<file path="src/rtl/dmem_ctrl.sv">
// dmem_ctrl: pipeline data-memory controller; stalls on loads, posts stores.
// Optional alignment check enabled by defining DMEM_ALIGN_CHECK_EN.
module dmem_ctrl #(
  parameter int ADDR_W       = 16,
  parameter int READ_LATENCY = 1
) (
  input  logic              clk,
  input  logic              rstn,
  input  logic              req_valid,
  input  logic              we,
  input  logic [31:0]       data_addr,
  input  logic [31:0]       din,
  output logic [31:0]       dout,
  output logic              stall,
  output logic              mem_en,
  output logic              mem_we,
  output logic [ADDR_W-1:0] mem_addr,
  output logic [31:0]       mem_din,
  input  logic [31:0]       mem_dout,
  output logic              err
);

  typedef enum logic [1:0] {
    IDLE,
    WAIT,
    DONE
  } state_t;

  localparam logic [2:0] LAT = 3'(READ_LATENCY);

  state_t      state;
  state_t      state_nx;
  logic [2:0]  cnt;
  logic [2:0]  cnt_nx;
  logic [31:0] rdata_q;
  logic [31:0] rdata_nx;
  logic        err_q;
  logic        err_nx;
  logic        misalign;
  logic        unused_addr;

  assign unused_addr = ^{data_addr[31:ADDR_W+2],
                         data_addr[1:0]};

`ifdef DMEM_ALIGN_CHECK_EN
  assign misalign = |data_addr[1:0];
`else
  assign misalign = 1'b0;
`endif

  assign mem_addr = data_addr[ADDR_W+1:2];
  assign mem_din  = din;
  assign dout     = rdata_q;
  assign err      = err_q;

  always_ff @(posedge clk or negedge rstn) begin
    if (!rstn) begin
      state   <= IDLE;
      cnt     <= '0;
      rdata_q <= '0;
      err_q   <= 1'b0;
    end else begin
      state   <= state_nx;
      cnt     <= cnt_nx;
      rdata_q <= rdata_nx;
      err_q   <= err_nx;
    end
  end

  // Issue-side outputs are gated by rstn so a held
  // request cannot stall or enable the RAM in reset.
  always_comb begin
    state_nx = state;
    cnt_nx   = cnt;
    rdata_nx = rdata_q;
    err_nx   = err_q;
    mem_en   = 1'b0;
    mem_we   = 1'b0;
    stall    = 1'b0;
    unique case (state)
      IDLE: begin
        if (req_valid) begin
          if (misalign) begin
            err_nx = 1'b1;
          end else begin
            mem_en = rstn;
            mem_we = rstn & we;
            if (!we) begin
              stall    = rstn;
              cnt_nx   = LAT;
              state_nx = WAIT;
            end
          end
        end
      end
      WAIT: begin
        stall  = 1'b1;
        cnt_nx = cnt - 3'd1;
        if (cnt == 3'd1) begin
          rdata_nx = mem_dout;
          state_nx = DONE;
        end
      end
      DONE: begin
        state_nx = IDLE;
      end
      default: begin
        state_nx = IDLE;
      end
    endcase
  end

endmodule

</file>
<file path="config.mk">
export PLATFORM = sky130hd
export DESIGN_NAME = dmem_ctrl
export DESIGN_NICKNAME = d
export VERILOG_FILES = /design/src/rtl/dmem_ctrl.sv
export SDC_FILE = /design/constraint.sdc
export NUM_CORES = 1
export LEC_CHECK = 0
export ABC_CLOCK_PERIOD_IN_PS = 3100
export BUFFER_PORTS_ARGS = -buffer_cell sky130_fd_sc_hd__buf_2
export CAP_MARGIN = 40
export CORE_UTILIZATION = 40
export CTS_CLUSTER_DIAMETER = 120
export DETAILED_ROUTE_END_ITERATION = 7
export GPL_TIMING_DRIVEN = 0
export MAX_ROUTING_LAYER = met4
export PLACE_DENSITY = 0.86
export SLEW_MARGIN = 0
export SYNTH_ARGS = -nofsm -noshare
export SYNTH_HDL_FRONTEND = slang
export SYNTH_SLANG_ARGS = --single-unit
</file>
<file path="constraint.sdc">
create_clock -name clk -period 3.1 [get_ports clk]
set_input_delay 0.465 -clock clk [delete_from_list [all_inputs] [get_ports clk]]
set_output_delay 0.465 -clock clk [all_outputs]
set_load 0.005 [all_outputs]
</file>
# ---- Yosys cells after proc, flatten, opt, wreduce, memory -nomap -nowiden
# Cells that the tools add are included.
dict set report word_totals {
  register_bits 37
  latchBits 0
  mem_bits_rw 0
  romBits 0
  input_bits 100
  out_inout_bits 84
  wordCells 29
  mem_count 0
}
dict set report classes {
  add_sub_neg 1
  multipliers 0
  div 0
  order_cmp 0
  eq_ne 5
  shifts 0
  muxes 14
  n_bitwise 1
  reduce_logical 5
}
# cell count
set ops {}
lappend ops {{1-bit 2-to-1 mux} 6}
lappend ops {{2-bit 2-to-1 mux} 3}
lappend ops {{3-bit 2-to-1 mux} 2}
lappend ops {{2-bit inequality test (second input constant)} 3}
lappend ops {{3-bit case mux with 2 select lines} 1}
lappend ops {{3-bit AND reduction} 2}
lappend ops {{2-bit case mux with 2 select lines} 1}
lappend ops {{3-bit by 1-bit equality test with 1-bit output (second input constant)} 1}
lappend ops {{3-bit by 1-bit subtractor with 3-bit output (second input constant)} 1}
lappend ops {{2-bit by 1-bit equality test with 1-bit output (second input constant)} 1}
lappend ops {{2-bit logical NOT} 1}
lappend ops {{1-bit case mux with 2 select lines} 1}
lappend ops {{2-bit AND reduction} 1}
lappend ops {{2-bit nonzero test} 1}
lappend ops {{1-bit bitwise AND} 1}

# ---- Longest topological paths before layout
dict set report logic_depth {
  depth_word 3
  mapped_depth 6
  depth_no_buf 5
}

# ---- Worst setup path after synthesis
# Ideal clock, no wire load.
dict set report synth_path {
  kind {reg2reg}
  from {reg cnt[1]}
  to {reg rdata_q[10], in the netlist dout[10]}
  setup_ns 0.125
  t_arrival_ns 1.314
  t_required_ns 2.975
  path_slack_ns 1.661
  stages_incl_launch_ff 7
  path_buffers 1
  synth_period_minus_slack_ns 1.439
  cell_sequence {dfrtp_1 > inv_1 > ha_1 > nand2b_4 > nor2_8 > buf_12 > mux2_4}
}
dict set report synth_via {
  elab_chain_len 2
}
# element line
set synth_rtl {}
lappend synth_rtl {{start, declared} 33} ;# logic [2:0] cnt;
lappend synth_rtl {{start signal, assigned} 64} ;# cnt <= cnt_nx;
lappend synth_rtl {{3-bit by 1-bit equality test with 1-bit output} 99} ;# if (cnt == 3'd1) begin
lappend synth_rtl {{2-bit AND reduction (no line)} n/a}
lappend synth_rtl {{end signal, assigned} 65} ;# rdata_q <= rdata_nx;
lappend synth_rtl {{end, declared} 35} ;# logic [31:0] rdata_q;
# No other way between the ends.
# A chain may end at the register's enable or synchronous reset.

# ---- Worst setup path in the final report
dict set report layout_path {
  from {in rstn}
  to {out mem_we}
}
dict set report layout_via {
  elab_chain_len 3
}
# element line
set layout_rtl {}
lappend layout_rtl {{start, declared} 8} ;# input logic rstn,
lappend layout_rtl {{1-bit bitwise AND} 87} ;# mem_we = rstn & we;
lappend layout_rtl {{1-bit 2-to-1 mux} 82} ;# if (req_valid) begin
lappend layout_rtl {{1-bit 2-to-1 mux} 80} ;# unique case (state)
lappend layout_rtl {{end, declared} 16} ;# output logic mem_we,
# No other way between the ends.

==> flow_metrics.env <==
export IMPL_period_needed_ns=2.07
export IMPL_synth_cell_types=22
export IMPL_r2r_start="cnt[1]"
export IMPL_syn_to_final_growth_pct=37.8
export IMPL_rsz0062_at_grt="false"
export IMPL_relSlewSlack_pct=44.1
export IMPL_gp_congestion=0.684
export IMPL_setup_viol=0
export IMPL_grt_usage_pct=14.4
export IMPL_cts_resized=0
export IMPL_first_pass_iters=4
export IMPL_power_leakage_uw=0.00154
export IMPL_drive_gt1_share_pct=78.3
export IMPL_timing_final_crit_share_pct=66.9
export IMPL_grt_pass1_vias=1305
export IMPL_initial_core_util_pct=42.1
export IMPL_worstRegToRegCells=6
export IMPL_root_buffer="clkbuf_8"
export IMPL_dpl_cell_count=332
export IMPL_avgSynthCellArea_um2=13.7
export IMPL_slew_viol_final=0
export IMPL_utilization_pct=58.0
export IMPL_drt_iter0_markers=25
export IMPL_grt_overflow_total=0
export IMPL_ctsLongestPathBuffers=2
export IMPL_regToRegEndpoint="dout[13]"
export IMPL_maxCapViolations=0
export IMPL_path_class="input pin to output pin"
export IMPL_antenna_found_initial=0
export IMPL_clock_sinks=37
export IMPL_io_pins=184
export IMPL_ir_drop_mv=0.399
export IMPL_grt_start_max_net_pins=40
export IMPL_syn_cell_area_mm2=0.00201
export IMPL_insertion_delay_ns=0.27
export IMPL_vias_per_cell=4.27
export IMPL_end_kind="output pin"
export IMPL_crit_path_max_fanout=39
export IMPL_crit_required_ns=2.63
export IMPL_timing_reg2reg_setup_slack_ns=1.56
export IMPL_p_per_area_mw_per_mm2=835
export IMPL_num_antenna_cells=0
export IMPL_start_kind="input pin"
export IMPL_nets=374
export IMPL_tritoncts="yes"
export IMPL_num_vias=1447
export IMPL_core_area_mm2=0.00479
export IMPL_synth_warnings=0
export IMPL_std_cell_rows=25
export IMPL_drc=0
export IMPL_dieArea_mm2=0.00532
export IMPL_clock_fmax_ghz=0.482
export IMPL_synth_nets=249
export IMPL_finalHoldViolCount=0
export IMPL_wl_mm=3.79
export IMPL_postCtsSetupRepairBufs=0
export IMPL_syn_inst=147
export IMPL_fin_skew_ns=0.00331
export IMPL_clk_pin_slew_worst_paths_ns=0.07
export IMPL_worst_pin_slew_ns=0.839
export IMPL_tns_ns=0
export IMPL_antenna_left=0
export IMPL_crit_start="rstn"
export IMPL_h_tree_depth=2
export IMPL_ys_ff_latch=37
export IMPL_grt_pass1_wl_mm=5.62
export IMPL_cp_arrival_ns=1.61
export IMPL_wl_per_cell_um=11.2
export IMPL_ys_seq_area_share_pct=46.0
export IMPL_hold_buffers=0
export IMPL_outcome="complete, no violations"
export IMPL_die_w_um=73.0
export IMPL_port_buffers=118
export IMPL_fin_cells=339
export IMPL_hpwl_mm=2.95
export IMPL_min_path_type="input pin to asynchronous set/reset pin"
export IMPL_die_height_um=73.0
export IMPL_numCtsBuffers=5
-- flip-flops by register name, summed over array words and instances, names as in the netlist --
name / cells
cnt: 3
dout: 32
state: 2
-- worst max path at each step --
stage,end,slack [ns],depth (start not counted)
floorplan,dout[10],1.66,6
global placement,mem_we,1.0,4
detailed placement,mem_we,0.97,4
CTS,mem_we,0.96,4
global route,mem_we,0.79,4
finish,mem_we,1.03,4
-- per-stage QoR --
stage	worst slack (ns)	hold WS (ns)	power, µW	instance area (µm²)
after floorplan	1.66	0.169	1630	2010
after global placement	0.996	0.473	1970	2690
after detailed placement	0.966	0.474	2010	2690
after CTS	0.957	0.312	2350	2780
after global routing	0.785	0.357	2480	2780
final	1.03	0.288	2320	2780
-- kinds of logic (layout without fill, tap and decap cells) --
logic type | count (synthesis) | in the layout | synth area share, %
mux | 33 | 33 | 23.8
compound gates | 6 | 6 | 2.05
buf+inv | 57 | 182 | 22.4
fa+ha+maj | 2 | 2 | 1.24
flops | 37 | 37 | 46.0
other cells | 1 | 1 | 0.186
simple gates | 11 | 11 | 4.41
-- cell usage after synthesis (all sizes together) --
cell type / n / area share (%)
nor2b: 1 / 0.31
nand2b: 2 / 1.4
buf: 53 / 22
mux2i: 1 / 0.50
mux2: 32 / 23
o21ai: 2 / 0.50
inv: 4 / 0.75
nand2: 2 / 0.37
o2bb2ai: 1 / 0.43
o21bai: 1 / 0.37
dfrtp: 37 / 46
ha: 2 / 1.2
nor3: 1 / 0.25
a22o: 1 / 0.43
conb: 1 / 0.19
nor4: 1 / 0.31
or3b: 1 / 0.43
nor2: 3 / 1.4
a31oi: 1 / 0.31
-- where the power goes --
part	switching, µW	internal, µW
logic	389	729
registers	134	732
clock network	157	176
total	681	1640
-- per-layer routing --
layer  routed length [µm]  vias to the layer above  global-route usage (%)
met1                 1490                      678                    16.3
met3                  270                        2                    4.28
met4                    8                        0                    3.49
met2                 2020                       83                    24.9
li1                     -                      684                       -
met5                    0                        -                       -
-- worst max-delay path, stage by stage --
cell and delay [ns]:
buf_2 0.63, nand2_1 0.17, nor4_1 0.18, buf_2 0.15
-- final cells by class --
class / instances / area (µm²)
timing repair buffer: 118 / 591
fill: 394 / 2010
buffer: 53 / 435
multi-input combinational: 53 / 638
clock buffer: 7 / 86.3
tap: 67 / 83.8
sequential: 37 / 926
inverter: 4 / 15.0
-- placed cells by master (no fill, tap or decap) --
cell,netlist,routed
mux2i_1,1,1
nor2_1,2,2
clkbuf_1,0,1
nor2b_1,1,1
buf_4,50,50
nor2_8,1,1
a31oi_1,1,1
inv_1,4,4
or3b_2,1,1
o2bb2ai_1,1,1
clkbuf_8,0,6
buf_2,0,118
nor3_1,1,1
o21ai_0,2,2
buf_12,3,3
mux2_4,29,29
ha_1,2,2
dfrtp_1,37,37
nand2b_4,2,2
o21bai_1,1,1
nand2_1,2,2
conb_1,1,1
nor4_1,1,1
a22o_1,1,1
mux2_2,3,3
Note: power is estimated with default switching activity, not from simulation.
